<file path="src/rtl/alu_arbiter_if.sv">
// Bundles the request ports, the external ALU hookup and the response/counter side of alu_arbiter.
interface alu_arbiter_if #(
  parameter int unsigned WIDTH   = 32,
  parameter int unsigned COUNT_W = 8
);
  logic [1:0]         req_valid;
  logic [1:0]         req_ready;
  logic [WIDTH-1:0]   req_opA0;
  logic [WIDTH-1:0]   req_opB0;
  logic [2:0]         req_cmd0;
  logic [WIDTH-1:0]   req_opA1;
  logic [WIDTH-1:0]   req_opB1;
  logic [2:0]         req_cmd1;
  logic [WIDTH-1:0]   alu_opA;
  logic [WIDTH-1:0]   alu_opB;
  logic [2:0]         alu_cmd;
  logic [WIDTH-1:0]   alu_result;
  logic               alu_zero;
  logic               alu_ovf;
  logic               alu_cout;
  logic               rsp_valid;
  logic               rsp_ready;
  logic               rsp_id;
  logic [WIDTH-1:0]   rsp_result;
  logic               rsp_zero;
  logic               rsp_ovf;
  logic               rsp_cout;
  logic [COUNT_W-1:0] done_cnt0;
  logic [COUNT_W-1:0] done_cnt1;

  modport slave (
    input  req_valid, req_opA0, req_opB0, req_cmd0, req_opA1, req_opB1, req_cmd1,
    output req_ready,
    output alu_opA, alu_opB, alu_cmd,
    input  alu_result, alu_zero, alu_ovf, alu_cout,
    output rsp_valid, rsp_id, rsp_result, rsp_zero, rsp_ovf, rsp_cout,
    input  rsp_ready,
    output done_cnt0, done_cnt1
  );

  modport master (
    output req_valid, req_opA0, req_opB0, req_cmd0, req_opA1, req_opB1, req_cmd1,
    input  req_ready,
    input  alu_opA, alu_opB, alu_cmd,
    output alu_result, alu_zero, alu_ovf, alu_cout,
    input  rsp_valid, rsp_id, rsp_result, rsp_zero, rsp_ovf, rsp_cout,
    output rsp_ready,
    input  done_cnt0, done_cnt1
  );
endinterface

</file>
<file path="src/rtl/alu_arbiter.sv">
// Round-robin arbiter sharing one external combinational ALU between two requesters,
// returning results through a registered valid/ready stage with per-port completion counters.
module alu_arbiter #(
  parameter int unsigned WIDTH   = 32,
  parameter int unsigned COUNT_W = 8
) (
  input logic          clk,
  input logic          reset,
  alu_arbiter_if.slave bus
);
  localparam int unsigned CMD_W = 3;

  typedef enum logic [1:0] {
    IDLE  = 2'd0,
    ISSUE = 2'd1,
    RESP  = 2'd2
  } state_t;

  typedef struct packed {
    logic [WIDTH-1:0] opa;
    logic [WIDTH-1:0] opb;
    logic [CMD_W-1:0] cmd;
  } op_t;

  state_t             state;
  state_t             state_nx;
  op_t                op_q;
  op_t                op_sel;
  logic               id_q;
  logic               last_q;
  logic               grant_id;
  logic               do_grant;
  logic               rsp_fire;
  logic [1:0]         req_ready_c;
  logic               rsp_valid_q;
  logic [WIDTH-1:0]   rsp_result_q;
  logic               rsp_zero_q;
  logic               rsp_ovf_q;
  logic               rsp_cout_q;
  logic [COUNT_W-1:0] cnt0_q;
  logic [COUNT_W-1:0] cnt1_q;

  // Next-state, grant decision and handshake strobes
  always_comb begin
    state_nx    = state;
    req_ready_c = 2'b00;
    grant_id    = 1'b0;
    do_grant    = 1'b0;
    rsp_fire    = 1'b0;
    case (state)
      IDLE: begin
        grant_id = (bus.req_valid == 2'b11) ? ~last_q : bus.req_valid[1];
        if (!reset && (|bus.req_valid)) begin
          do_grant    = 1'b1;
          req_ready_c = grant_id ? 2'b10 : 2'b01;
          state_nx    = ISSUE;
        end
      end
      ISSUE: state_nx = RESP;
      RESP: begin
        if (bus.rsp_ready) begin
          rsp_fire = 1'b1;
          state_nx = IDLE;
        end
      end
      default: state_nx = IDLE;
    endcase
  end

  always_comb begin
    op_sel = grant_id ? {bus.req_opA1, bus.req_opB1, bus.req_cmd1}
                      : {bus.req_opA0, bus.req_opB0, bus.req_cmd0};
  end

  always_ff @(posedge clk) begin
    if (reset) state <= IDLE;
    else       state <= state_nx;
  end

  // Operand capture, response stage and saturating completion counters
  always_ff @(posedge clk) begin
    if (reset) begin
      op_q         <= '0;
      id_q         <= 1'b0;
      last_q       <= 1'b1;
      rsp_valid_q  <= 1'b0;
      rsp_result_q <= '0;
      rsp_zero_q   <= 1'b0;
      rsp_ovf_q    <= 1'b0;
      rsp_cout_q   <= 1'b0;
      cnt0_q       <= '0;
      cnt1_q       <= '0;
    end else begin
      if (do_grant) begin
        op_q   <= op_sel;
        id_q   <= grant_id;
        last_q <= grant_id;
      end
      if (state == ISSUE) begin
        rsp_valid_q  <= 1'b1;
        rsp_result_q <= bus.alu_result;
        rsp_zero_q   <= bus.alu_zero;
        rsp_ovf_q    <= bus.alu_ovf;
        rsp_cout_q   <= bus.alu_cout;
      end
      if (rsp_fire) begin
        rsp_valid_q <= 1'b0;
        if (!id_q && (cnt0_q != '1)) cnt0_q <= cnt0_q + COUNT_W'(1);
        if (id_q && (cnt1_q != '1))  cnt1_q <= cnt1_q + COUNT_W'(1);
      end
    end
  end

  assign bus.req_ready  = req_ready_c;
  assign bus.alu_opA    = op_q.opa;
  assign bus.alu_opB    = op_q.opb;
  assign bus.alu_cmd    = op_q.cmd;
  assign bus.rsp_valid  = rsp_valid_q;
  assign bus.rsp_id     = id_q;
  assign bus.rsp_result = rsp_result_q;
  assign bus.rsp_zero   = rsp_zero_q;
  assign bus.rsp_ovf    = rsp_ovf_q;
  assign bus.rsp_cout   = rsp_cout_q;
  assign bus.done_cnt0  = cnt0_q;
  assign bus.done_cnt1  = cnt1_q;

endmodule

</file>
<file path="src/flat_wrapper.sv">
// flat-port wrapper written by rule: the top's interface ports become plain ports
module alu_arbiter_flat 
#(
  parameter int unsigned WIDTH   = 32,
  parameter int unsigned COUNT_W = 8
)
  (clk, reset, bus_req_valid, bus_req_opA0, bus_req_opB0, bus_req_cmd0, bus_req_opA1, bus_req_opB1, bus_req_cmd1, bus_req_ready, bus_alu_opA, bus_alu_opB, bus_alu_cmd, bus_alu_result, bus_alu_zero, bus_alu_ovf, bus_alu_cout, bus_rsp_valid, bus_rsp_id, bus_rsp_result, bus_rsp_zero, bus_rsp_ovf, bus_rsp_cout, bus_rsp_ready, bus_done_cnt0, bus_done_cnt1);
  alu_arbiter_if #(.WIDTH(WIDTH), .COUNT_W(COUNT_W)) bus_i ();
  input logic clk;
  input logic reset;
  input wire logic [$bits(bus_i.req_valid)-1:0] bus_req_valid;
  input wire logic [$bits(bus_i.req_opA0)-1:0] bus_req_opA0;
  input wire logic [$bits(bus_i.req_opB0)-1:0] bus_req_opB0;
  input wire logic [$bits(bus_i.req_cmd0)-1:0] bus_req_cmd0;
  input wire logic [$bits(bus_i.req_opA1)-1:0] bus_req_opA1;
  input wire logic [$bits(bus_i.req_opB1)-1:0] bus_req_opB1;
  input wire logic [$bits(bus_i.req_cmd1)-1:0] bus_req_cmd1;
  output wire logic [$bits(bus_i.req_ready)-1:0] bus_req_ready;
  output wire logic [$bits(bus_i.alu_opA)-1:0] bus_alu_opA;
  output wire logic [$bits(bus_i.alu_opB)-1:0] bus_alu_opB;
  output wire logic [$bits(bus_i.alu_cmd)-1:0] bus_alu_cmd;
  input wire logic [$bits(bus_i.alu_result)-1:0] bus_alu_result;
  input wire logic [$bits(bus_i.alu_zero)-1:0] bus_alu_zero;
  input wire logic [$bits(bus_i.alu_ovf)-1:0] bus_alu_ovf;
  input wire logic [$bits(bus_i.alu_cout)-1:0] bus_alu_cout;
  output wire logic [$bits(bus_i.rsp_valid)-1:0] bus_rsp_valid;
  output wire logic [$bits(bus_i.rsp_id)-1:0] bus_rsp_id;
  output wire logic [$bits(bus_i.rsp_result)-1:0] bus_rsp_result;
  output wire logic [$bits(bus_i.rsp_zero)-1:0] bus_rsp_zero;
  output wire logic [$bits(bus_i.rsp_ovf)-1:0] bus_rsp_ovf;
  output wire logic [$bits(bus_i.rsp_cout)-1:0] bus_rsp_cout;
  input wire logic [$bits(bus_i.rsp_ready)-1:0] bus_rsp_ready;
  output wire logic [$bits(bus_i.done_cnt0)-1:0] bus_done_cnt0;
  output wire logic [$bits(bus_i.done_cnt1)-1:0] bus_done_cnt1;
  assign bus_i.req_valid = bus_req_valid;
  assign bus_i.req_opA0 = bus_req_opA0;
  assign bus_i.req_opB0 = bus_req_opB0;
  assign bus_i.req_cmd0 = bus_req_cmd0;
  assign bus_i.req_opA1 = bus_req_opA1;
  assign bus_i.req_opB1 = bus_req_opB1;
  assign bus_i.req_cmd1 = bus_req_cmd1;
  assign bus_req_ready = bus_i.req_ready;
  assign bus_alu_opA = bus_i.alu_opA;
  assign bus_alu_opB = bus_i.alu_opB;
  assign bus_alu_cmd = bus_i.alu_cmd;
  assign bus_i.alu_result = bus_alu_result;
  assign bus_i.alu_zero = bus_alu_zero;
  assign bus_i.alu_ovf = bus_alu_ovf;
  assign bus_i.alu_cout = bus_alu_cout;
  assign bus_rsp_valid = bus_i.rsp_valid;
  assign bus_rsp_id = bus_i.rsp_id;
  assign bus_rsp_result = bus_i.rsp_result;
  assign bus_rsp_zero = bus_i.rsp_zero;
  assign bus_rsp_ovf = bus_i.rsp_ovf;
  assign bus_rsp_cout = bus_i.rsp_cout;
  assign bus_i.rsp_ready = bus_rsp_ready;
  assign bus_done_cnt0 = bus_i.done_cnt0;
  assign bus_done_cnt1 = bus_i.done_cnt1;
  alu_arbiter #(.WIDTH(WIDTH), .COUNT_W(COUNT_W)) u_core (.clk(clk), .reset(reset), .bus(bus_i));
endmodule
</file>
<file path="config.mk">
export PLATFORM = sky130hd
export DESIGN_NAME = alu_arbiter_flat
export DESIGN_NICKNAME = d
export VERILOG_FILES = /design/src/rtl/alu_arbiter_if.sv /design/src/rtl/alu_arbiter.sv /design/src/flat_wrapper.sv
export SDC_FILE = /design/constraint.sdc
export NUM_CORES = 1
export LEC_CHECK = 0
export ABC_AREA = 1
export CAP_MARGIN = 5
export CORE_AREA = 2 2 138 113
export DETAILED_ROUTE_END_ITERATION = 7
export DIE_AREA = 0 0 140 115
export PLACE_DENSITY = 0.74
export SLEW_MARGIN = 20
export SYNTH_ARGS = -nofsm -noshare
export SYNTH_HDL_FRONTEND = slang
export SYNTH_SLANG_ARGS = --single-unit
</file>
<file path="constraint.sdc">
create_clock -name clk -period 1.87 [get_ports clk]
set_input_delay 0.4675 -clock clk [delete_from_list [all_inputs] [get_ports clk]]
set_output_delay 0.4675 -clock clk [all_outputs]
set_load 0.05 [all_outputs]
</file>
==> impl_results.html, run 1 <==
<table>
<tr><th>Metric</th><th>Value</th></tr>
<tr><th colspan="2">Synthesis</th></tr>
<tr><td>Most frequent cells after synthesis</td><td>sky130_fd_sc_hd__nor2_1 (153), sky130_fd_sc_hd__dfxtp_1 (123), sky130_fd_sc_hd__o21ai_0 (88)</td></tr>
<tr><td>Number of synthesized register bits</td><td>123</td></tr>
<tr><td>Most frequently used cell type in the post-synthesis netlist</td><td>sky130_fd_sc_hd__nor2_1</td></tr>
<tr><td>Leading register cell type out of synthesis</td><td>sky130_fd_sc_hd__dfxtp_1</td></tr>
<tr><td>Number of instances in the synthesized netlist</td><td>699</td></tr>
<tr><td>Synthesized netlist net count</td><td>875</td></tr>
<tr><td>Sequential cell area fraction in the yosys report</td><td>48.76%</td></tr>
<tr><td>Proportion of netlist area held by the largest area contributor</td><td>48.76%</td></tr>
<tr><td>Total of warnings raised by yosys</td><td>0</td></tr>
<tr><td>Number of enable-type register cells in the synthesized netlist</td><td>0</td></tr>
<tr><td>Mean area per synthesized cell</td><td>7.224 sq um</td></tr>
<tr><td>Leading cell types by total area after synthesis</td><td>sky130_fd_sc_hd__dfxtp_1 (49%), sky130_fd_sc_hd__nor2_1 (11%), sky130_fd_sc_hd__o21ai_0 (8.7%)</td></tr>
<tr><td>Distinct cell type count after synthesis</td><td>23</td></tr>
<tr><td>Area leader, netlist</td><td>sky130_fd_sc_hd__dfxtp_1</td></tr>
<tr><td>Post-synthesis cell area</td><td>5050 sq um</td></tr>
<tr><td>Share of flip-flops with an asynchronous set or reset after synthesis</td><td>0%</td></tr>
<tr><th colspan="2">Worst setup path</th></tr>
<tr><td>Cell breakdown of the critical path</td><td>clkdlybuf4s50_1, nor2_4, nand2_2, inv_2, buf_12</td></tr>
<tr><td>Critical Path Slowest Stage Cell</td><td>sky130_fd_sc_hd__clkdlybuf4s50_1</td></tr>
<tr><td>Crit path launch type</td><td>primary input</td></tr>
<tr><td>Arrival time at the worst endpoint</td><td>1.43 ns</td></tr>
<tr><td>Classification of the worst setup path</td><td>in -&gt; out</td></tr>
<tr><td>Top delay family on crit path</td><td>buffers and inverters</td></tr>
<tr><td>Worst-path fanout max</td><td>3</td></tr>
<tr><td>Count of buffering cells on the critical path with inverters included</td><td>3</td></tr>
<tr><td>Endpoint required time on the critical path</td><td>1.40 ns</td></tr>
<tr><td>Worst setup EP type</td><td>output port</td></tr>
<tr><td>Slowest Stage Delay on Critical Path</td><td>0.48 ns</td></tr>
<tr><th colspan="2">STA</th></tr>
<tr><td>Count of final max-slew check failures</td><td>0</td></tr>
<tr><td>Clock Skew</td><td>0.005808 ns</td></tr>
<tr><td>Achievable frequency</td><td>0.5268 GHz</td></tr>
<tr><td>Final critical-path share of the clock period</td><td>101.5%</td></tr>
<tr><td>Min Clock Period, post-route</td><td>1.898 ns</td></tr>
<tr><td>Final worst-path setup slack</td><td>-0.02824 ns</td></tr>
<tr><td>Transition at the pin with the smallest max-transition slack</td><td>0.6138 ns</td></tr>
<tr><td>Normalized max-slew margin</td><td>59.02%</td></tr>
<tr><td>RSZ-0062 raised after global routing</td><td>true</td></tr>
<tr><td>Number of failing hold endpoints at the final stage</td><td>0</td></tr>
<tr><td>Number of endpoints failing setup at the final stage</td><td>2</td></tr>
<tr><th colspan="2">Pwr</th></tr>
<tr><td>Switching pwr</td><td>0.002961 W</td></tr>
<tr><td>Share of total power in sequential cells</td><td>33.2%</td></tr>
<tr><td>Design Power</td><td>0.009160 W</td></tr>
<tr><td>Cell Int Power</td><td>0.006199 W</td></tr>
<tr><td>Worst ir drop on vdd</td><td>0.6803 mV</td></tr>
<tr><td>Combinational group share of total power</td><td>27.7%</td></tr>
<tr><td>Switch share</td><td>32.32%</td></tr>
<tr><td>Clk pwr share</td><td>39.0%</td></tr>
<tr><td>Leakage dissipation</td><td>3.762 nW</td></tr>
<tr><td>Power per standard cell area</td><td>1044 nW/um^2</td></tr>
<tr><th colspan="2">Cells and area</th></tr>
<tr><td>Post-Layout Inst Area</td><td>8773 sq um</td></tr>
<tr><td>Synthesis-to-layout area growth</td><td>73.74%</td></tr>
<tr><td>Final nets</td><td>1173</td></tr>
<tr><td>Proportion of layout cells with a drive suffix above 1</td><td>19.80%</td></tr>
<tr><th colspan="2">Clocking</th></tr>
<tr><td>CTS Root Buffer Type</td><td>sky130_fd_sc_hd__clkbuf_16</td></tr>
<tr><td>CTS Buf Count</td><td>17</td></tr>
<tr><td>Count of H-tree levels built during CTS</td><td>4</td></tr>
<tr><td>Clock latency on the worst-skew pair</td><td>0.42 ns</td></tr>
<tr><td>Clock edge transition at the registers on the reported setup and hold paths</td><td>0.06 ns</td></tr>
<tr><td>Total clock sinks</td><td>123</td></tr>
<tr><td>Hold Buf Count CTS</td><td>0</td></tr>
<tr><td>Clock Path Buffers</td><td>2</td></tr>
<tr><td>Clock tree from TritonCTS</td><td>done</td></tr>
<tr><th colspan="2">Die</th></tr>
<tr><td>I/O pin count</td><td>296</td></tr>
<tr><td>Core ar.</td><td>14760 sq um</td></tr>
<tr><td>Die Outline Area</td><td>16100 sq um</td></tr>
<tr><td>Starting utilization of the core area</td><td>34.20%</td></tr>
<tr><td>Horizontal die dimension</td><td>140 um</td></tr>
<tr><td>Number of rows created at floorplan</td><td>40</td></tr>
<tr><td>Floorplan die height</td><td>115 um</td></tr>
<tr><th colspan="2">Route</th></tr>
<tr><td>Via count</td><td>5759</td></tr>
<tr><td>Vias/cell</td><td>4.799</td></tr>
<tr><td>Drt first pass iters</td><td>8</td></tr>
<tr><td>Total length of routed wires</td><td>18.15 mm</td></tr>
<tr><td>Number of nets with antenna violations after detailed routing</td><td>0</td></tr>
<tr><td>DRC violation count after routing</td><td>19</td></tr>
<tr><td>Average wire per cell in the routed design</td><td>15.12 um</td></tr>
<tr><td>Number of design-rule violations left by the first detailed-router iteration</td><td>418</td></tr>
<tr><th colspan="2">Place</th></tr>
<tr><td>I/O Buffers</td><td>295</td></tr>
<tr><td>Post-Place Cell Area</td><td>8078 sq um</td></tr>
<tr><td>Routability congestion estimate</td><td>0.8424</td></tr>
<tr><td>HPWL after detailed placement</td><td>12.76 mm</td></tr>
<tr><th colspan="2">Flow run</th></tr>
<tr><td>Max-cap viol count</td><td>0</td></tr>
<tr><th colspan="2">Global route</th></tr>
<tr><td>Number of antenna violations at the first check in global routing</td><td>1</td></tr>
<tr><td>All-layer global routing usage</td><td>22.11%</td></tr>
<tr><td>First-pass GRT wire length</td><td>28.21 mm</td></tr>
<tr><td>Grt total ovfl</td><td>0</td></tr>
<tr><td>Largest net degree at the start of global routing</td><td>60</td></tr>
<tr><td>Vias in the first global route</td><td>5477</td></tr>
<tr><th colspan="2">Run status</th></tr>
<tr><td>Result of the run</td><td>complete, but fails checks</td></tr>
<tr><td>Violations in the final reports</td><td>design-rule violations, negative setup slack</td></tr>
<tr><th colspan="2">Min path</th></tr>
<tr><td>Class of the tightest hold or removal check</td><td>reg -&gt; reg</td></tr>
</table>
[cells in the final DEF, fill, tap and decap left out, types with 5 or more instances in the layout]
cell type,count
sky130_fd_sc_hd__nor2_1,152
sky130_fd_sc_hd__nand3_1,79
sky130_fd_sc_hd__o21ai_1,70
sky130_fd_sc_hd__xor2_1,5
sky130_fd_sc_hd__a21oi_1,13
sky130_fd_sc_hd__dfxtp_1,121
sky130_fd_sc_hd__buf_4,141
sky130_fd_sc_hd__clkbuf_16,17
sky130_fd_sc_hd__o21ai_0,88
sky130_fd_sc_hd__clkdlybuf4s50_1,171
sky130_fd_sc_hd__buf_12,11
sky130_fd_sc_hd__inv_1,21
sky130_fd_sc_hd__inv_2,5
sky130_fd_sc_hd__nand2_1,81
[through the flow]
stage	worst slack [ns]	instances	util (%)	setup TNS, ns	hold slack, ns
after global placement	-0.2727	1163	54.71	-9.835	0.4624
final	-0.02824	1200	59.42	-0.04944	0.4723
after global routing	-0.07498	1200	59.42	-0.1379	0.4920
after detailed placement	-0.2937	1163	54.71	-12.48	0.4672
after floorplan	0.08841	699	-	0	0.4675
after CTS	-0.03302	1198	59.36	-0.06228	0.4759
[final cells by class]
class	instances	area, sq um
flip-flops and latches	123	2467
clock inverters	11	165.2
inverters	27	102.6
diodes	1	2.502
multi-input cells	503	2311
well taps	189	236.5
fillers	1361	5991
clock buffers	21	480.5
repair buffers	325	3008
[path summary, 6_finish.rpt]
kind              slack [ns]                     from                      end  cells past startpoint
hold / removal          0.47    u_core.bus.alu_opB[6]    u_core.bus.alu_opB[6]                      2
setup / recovery       -0.03                    reset         bus_req_ready[1]                      5
setup reg to reg        0.31  u_core.bus.done_cnt1[0]  u_core.bus.done_cnt1[3]                      7
hold reg to reg         0.47    u_core.bus.alu_opB[6]    u_core.bus.alu_opB[6]                      2
[routing by layer]
layer	up-vias	track usage, %	routed length, um
met5	-	0	0
met4	0	9.764	432
met3	30	7.372	1485
met2	225	36.06	8701
met1	2593	26.95	7529
li1	2911	-	-
[repair_timing]
item	CTS	global route
gates resized for setup	9	0
setup endpoints to repair	2	2
buffers inserted	3	1
pin swaps	2	1
[power groups by stage]
stage	registers (W)	clock network, W	logic (W)
after CTS	0.00304	0.00363	0.00255
after detailed placement	0.00309	0	0.00253
after global placement	0.00308	0	0.00252
after floorplan	0.00397	0	0.000571
final	0.00304	0.00358	0.00254
after global routing	0.00307	0.00378	0.00270
[flip-flops by register name (all words and copies together) (netlist names)]
name / count
u_core.bus.alu_cmd: 3
u_core.bus.rsp_ovf: 1
u_core.bus.alu_opA: 32
u_core.bus.rsp_id: 1
u_core.bus.rsp_zero: 1
u_core.bus.done_cnt1: 8
u_core.state: 2
u_core.bus.rsp_cout: 1
u_core.bus.rsp_result: 32
u_core.last_q: 1
u_core.bus.rsp_valid: 1
u_core.bus.done_cnt0: 8
u_core.bus.alu_opB: 32
[worst reg2reg max path: stages, from the launching register on]
cell,delay (ns)
sky130_fd_sc_hd__dfxtp_1,0.41
sky130_fd_sc_hd__ha_1,0.21
sky130_fd_sc_hd__nand2_1,0.07
sky130_fd_sc_hd__nor2_1,0.20
sky130_fd_sc_hd__nand2_1,0.13
sky130_fd_sc_hd__nand3_1,0.21
sky130_fd_sc_hd__nand2_1,0.09
sky130_fd_sc_hd__a21oi_1,0.18
[logic make-up (layout without fill, tap and decap cells)]
group           after synthesis  count (layout)  synth area share, %
other cells                   0               1                    0
fa+ha+maj                     2               2               0.4955
xor+xnor                      5               5               0.8672
compound gates              174             174                17.47
simple gates                322             322                26.34
buf+inv                      73             384                6.070
flops                       123             123                48.76
No activity file was read; power rests on OpenSTA's default activity.
==> run 2: changes to the inputs <==
--- a/config.mk
+++ b/config.mk
@@ -7,10 +7,10 @@
 export LEC_CHECK = 0
 export ABC_AREA = 1
 export CAP_MARGIN = 5
-export CORE_AREA = 2 2 138 113
+export CORE_AREA = 2 2 134 110
 export DETAILED_ROUTE_END_ITERATION = 7
-export DIE_AREA = 0 0 140 115
-export PLACE_DENSITY = 0.74
+export DIE_AREA = 0 0 136 112
+export PLACE_DENSITY = 0.78
 export SLEW_MARGIN = 20
 export SYNTH_ARGS = -nofsm -noshare
 export SYNTH_HDL_FRONTEND = slang
==> run 2 against run 1 <==
  * The run ends with negative setup slack left
  * Routed wire length fell by 5.1%
  * Total power fell by 4.3%
  * Critical path type unchanged
  * Final cell count fell by 0.50%
  * Utilization rose by 2.9 points
  * Sequential power barely moved
  * Clock power fell by 11%
  * Flip-flop and latch count did not move
==> impl_results.html, run 2 (synthesized netlist as in run 1, its figures left out) <==
<table>
<tr><th>Metric</th><th>Value</th></tr>
<tr><th colspan="2">Worst setup path</th></tr>
<tr><td>Classification of the worst setup path</td><td>in -&gt; out</td></tr>
<tr><td>Depth of the worst register-to-register path</td><td>7 (unchanged)</td></tr>
<tr><td>RR Startpoint</td><td>u_core.state[0]</td></tr>
<tr><td>Worst setup path start</td><td>reset</td></tr>
<tr><td>Critical Path Slowest Stage Cell</td><td>sky130_fd_sc_hd__clkdlybuf4s50_1</td></tr>
<tr><td>Worst setup EP type</td><td>output port</td></tr>
<tr><td>Arrival time at the worst endpoint</td><td>1.41 ns (-0.02 ns)</td></tr>
<tr><td>Cell breakdown of the critical path</td><td>clkdlybuf4s50_1, nor2_4, inv_2, nor2_4, buf_12</td></tr>
<tr><td>Total stage count of the critical path</td><td>5 (unchanged)</td></tr>
<tr><td>Crit path launch type</td><td>primary input</td></tr>
<tr><td>Top delay family on crit path</td><td>buffers and inverters</td></tr>
<tr><td>Setup slack on the worst flop-to-flop path</td><td>0.30 ns (about the same)</td></tr>
<tr><td>Worst-path fanout max</td><td>4 (+1)</td></tr>
<tr><td>Most prevalent standard cell on the critical path</td><td>sky130_fd_sc_hd__nor2_4</td></tr>
<tr><td>Count of buffering cells on the critical path with inverters included</td><td>3 (unchanged)</td></tr>
<tr><td>Endpoint required time on the critical path</td><td>1.40 ns (about the same)</td></tr>
<tr><td>Slowest Stage Delay on Critical Path</td><td>0.46 ns (-0.02 ns)</td></tr>
<tr><th colspan="2">Global route</th></tr>
<tr><td>First-pass GRT wire length</td><td>26.92 mm (-4.6%)</td></tr>
<tr><td>Grt total ovfl</td><td>0 (unchanged)</td></tr>
<tr><td>Vias in the first global route</td><td>5445 (-0.58%)</td></tr>
<tr><td>All-layer global routing usage</td><td>22.27% (+0.16 points)</td></tr>
<tr><td>Number of antenna violations at the first check in global routing</td><td>0 (-1)</td></tr>
<tr><td>Largest net degree at the start of global routing</td><td>61 (+1.7%)</td></tr>
<tr><th colspan="2">Clocking</th></tr>
<tr><td>Hold Buf Count CTS</td><td>0 (unchanged)</td></tr>
<tr><td>Clock edge transition at the registers on the reported setup and hold paths</td><td>0.05 ns (about the same)</td></tr>
<tr><td>Clock latency on the worst-skew pair</td><td>0.41 ns (about the same)</td></tr>
<tr><td>Total clock sinks</td><td>123 (unchanged)</td></tr>
<tr><td>Count of H-tree levels built during CTS</td><td>4 (unchanged)</td></tr>
<tr><td>Clock Path Buffers</td><td>2 (unchanged)</td></tr>
<tr><td>CTS Root Buffer Type</td><td>sky130_fd_sc_hd__clkbuf_16</td></tr>
<tr><td>Clock tree from TritonCTS</td><td>done</td></tr>
<tr><td>CTS Buf Count</td><td>17 (unchanged)</td></tr>
<tr><th colspan="2">Cells and area</th></tr>
<tr><td>Leading cell type in the layout, fill and taps excluded</td><td>sky130_fd_sc_hd__clkdlybuf4s50_1</td></tr>
<tr><td>Proportion of layout cells with a drive suffix above 1</td><td>19.70% (-0.099 points)</td></tr>
<tr><td>Synthesis-to-layout area growth</td><td>72.20%</td></tr>
<tr><td>Antenna diode count</td><td>0 (-1)</td></tr>
<tr><td>Multi-input combinational cell area</td><td>2311 sq um (unchanged)</td></tr>
<tr><td>Highest-count cells in the layout ignoring fill and taps</td><td>sky130_fd_sc_hd__clkdlybuf4s50_1 (171), sky130_fd_sc_hd__nor2_1 (152), sky130_fd_sc_hd__buf_4 (144)</td></tr>
<tr><td>Final nets</td><td>1175 (+0.17%)</td></tr>
<tr><td>Footprint of the flip-flops and latches</td><td>2465 sq um (-0.10%)</td></tr>
<tr><td>Fillcell total</td><td>1258 (-7.6%)</td></tr>
<tr><td>Post-Layout Inst Area</td><td>8696 sq um (-0.88%)</td></tr>
<tr><th colspan="2">STA</th></tr>
<tr><td>Transition at the pin with the smallest max-transition slack</td><td>0.3353 ns (-0.2785 ns)</td></tr>
<tr><td>Achievable frequency</td><td>0.5320 GHz (+0.99%)</td></tr>
<tr><td>RSZ-0062 raised after global routing</td><td>true</td></tr>
<tr><td>Min Clock Period, post-route</td><td>1.880 ns (-0.01860 ns)</td></tr>
<tr><td>Count of final max-slew check failures</td><td>0 (unchanged)</td></tr>
<tr><td>Number of failing hold endpoints at the final stage</td><td>0 (unchanged)</td></tr>
<tr><td>Final total negative setup slack</td><td>-0.009645 ns (+0.03979 ns)</td></tr>
<tr><td>Number of endpoints failing setup at the final stage</td><td>1 (-1)</td></tr>
<tr><td>Normalized max-slew margin</td><td>77.64% (+19 points)</td></tr>
<tr><td>Clock Skew</td><td>0.008118 ns (+0.002310 ns)</td></tr>
<tr><td>Final critical-path share of the clock period</td><td>100.5% (-0.99 points)</td></tr>
<tr><td>Hold Worst Slack</td><td>0.4748 ns (+0.002457 ns)</td></tr>
<tr><td>Final worst-path setup slack</td><td>-0.009645 ns (+0.01860 ns)</td></tr>
<tr><th colspan="2">Route</th></tr>
<tr><td>Total length of routed wires</td><td>17.22 mm (-5.1%)</td></tr>
<tr><td>Number of nets with antenna violations after detailed routing</td><td>0 (unchanged)</td></tr>
<tr><td>Number of design-rule violations left by the first detailed-router iteration</td><td>379 (-9.3%)</td></tr>
<tr><td>Via count</td><td>5775 (+0.28%)</td></tr>
<tr><td>Vias/cell</td><td>4.837 (+0.78%)</td></tr>
<tr><td>Drt first pass iters</td><td>5 (-3)</td></tr>
<tr><td>Average wire per cell in the routed design</td><td>14.43 um (-4.6%)</td></tr>
<tr><td>DRC violation count after routing</td><td>0 (-19)</td></tr>
<tr><th colspan="2">Die</th></tr>
<tr><td>Horizontal die dimension</td><td>136 um (-2.9%)</td></tr>
<tr><td>Die Outline Area</td><td>15230 sq um (-5.4%)</td></tr>
<tr><td>Floorplan die height</td><td>112 um (-2.6%)</td></tr>
<tr><td>I/O pin count</td><td>296 (unchanged)</td></tr>
<tr><td>Number of rows created at floorplan</td><td>39 (-2.5%)</td></tr>
<tr><td>Starting utilization of the core area</td><td>36.18% (+2.0 points)</td></tr>
<tr><td>Core ar.</td><td>13960 sq um (-5.5%)</td></tr>
<tr><th colspan="2">Place</th></tr>
<tr><td>HPWL after detailed placement</td><td>12.20 mm (-4.4%)</td></tr>
<tr><td>Post-Place Cell Area</td><td>8051 sq um (-0.33%)</td></tr>
<tr><td>I/O Buffers</td><td>295 (unchanged)</td></tr>
<tr><td>Pre-CTS worst setup slack</td><td>-0.2442 ns (+0.04946 ns)</td></tr>
<tr><td>Routability congestion estimate</td><td>0.8222 (-2.4%)</td></tr>
<tr><th colspan="2">Pwr</th></tr>
<tr><td>Worst ir drop on vdd</td><td>0.6753 mV (-0.74%)</td></tr>
<tr><td>Power per standard cell area</td><td>1008 nW/um^2 (-3.4%)</td></tr>
<tr><td>Leakage dissipation</td><td>3.747 nW (-0.38%)</td></tr>
<tr><th colspan="2">Min path</th></tr>
<tr><td>Class of the tightest hold or removal check</td><td>reg -&gt; reg</td></tr>
<tr><td>Number of instances on the worst hold path</td><td>2 (unchanged)</td></tr>
<tr><td>Hold path startpoint</td><td>u_core.bus.alu_opA[18]</td></tr>
<tr><th colspan="2">Flow run</th></tr>
<tr><td>Max-cap viol count</td><td>0 (unchanged)</td></tr>
<tr><th colspan="2">Run status</th></tr>
<tr><td>Result of the run</td><td>complete, but fails checks</td></tr>
<tr><td>Violations in the final reports</td><td>negative setup slack</td></tr>
</table>
-- run 2: cell count changes in the layout (fill, tap and decap cells not counted), moves of 2 or more --
cell / before / now
sky130_fd_sc_hd__buf_4: 141 / 144
sky130_fd_sc_hd__bufinv_16: 4 / 2
sky130_fd_sc_hd__clkinv_2: 4 / 6
sky130_fd_sc_hd__clkinvlp_4: 4 / 1
-- run 2: repair_timing --
item,4_1_cts,5_1_grt
pin swaps,2,1
endpoints found under the setup margin,2,2
setup buffers,3,4
gates resized for setup,8,0
-- run 2: final timing paths --
check,end
max,bus_req_ready[0]
min reg2reg,u_core.bus.alu_opA[18]
min,u_core.bus.alu_opA[18]
max reg2reg,u_core.bus.alu_opA[24]
-- run 2: routing by layer --
metal	routed length [um]	part of all wire, %	global-route usage, %	vias to the layer above
li1	-	-	-	2907
met1	7179	42	26.20	2592
met2	7930	46	36.35	236
met3	1552	9.0	7.923	40
met4	561	3.3	10.00	0
met5	0	0	0	-
-- run 2: area by class of cell --
cell class              count  area share, %
inverters                  27          1.180
multi-input cells         503          26.58
clock buffers              22          5.568
flip-flops and latches    123          28.35
repair buffers            327          34.62
well taps                 184          2.647
clock inverters             8          1.065
-- run 2: worst register-to-register path: stages, from the launching register on --
cell                      delay, ns
sky130_fd_sc_hd__dfxtp_2       0.33
sky130_fd_sc_hd__nor2_4        0.14
sky130_fd_sc_hd__o21ai_4       0.09
sky130_fd_sc_hd__nor2_4        0.13
sky130_fd_sc_hd__buf_4         0.13
sky130_fd_sc_hd__buf_4         0.30
sky130_fd_sc_hd__o21ai_0       0.24
sky130_fd_sc_hd__o21ai_1       0.16
-- run 2: power breakdown --
group / internal [W] / switching, W / leakage [nW] / total, W
clock: 0.00207 / 0.00112 / 0.287 / 0.00320
combinational: 0.000938 / 0.00159 / 2.45 / 0.00253
sequential: 0.00289 / 0.000147 / 1.01 / 0.00304
-- run 2: stage by stage --
step	instances	utilization, %	total power [W]
after detailed placement	1157	57.69	0.005598
after global routing	1194	62.31	0.009139
after CTS	1190	62.09	0.008834
after floorplan	699	-	0.004544
after global placement	1157	57.69	0.005583
final	1194	62.31	0.008769
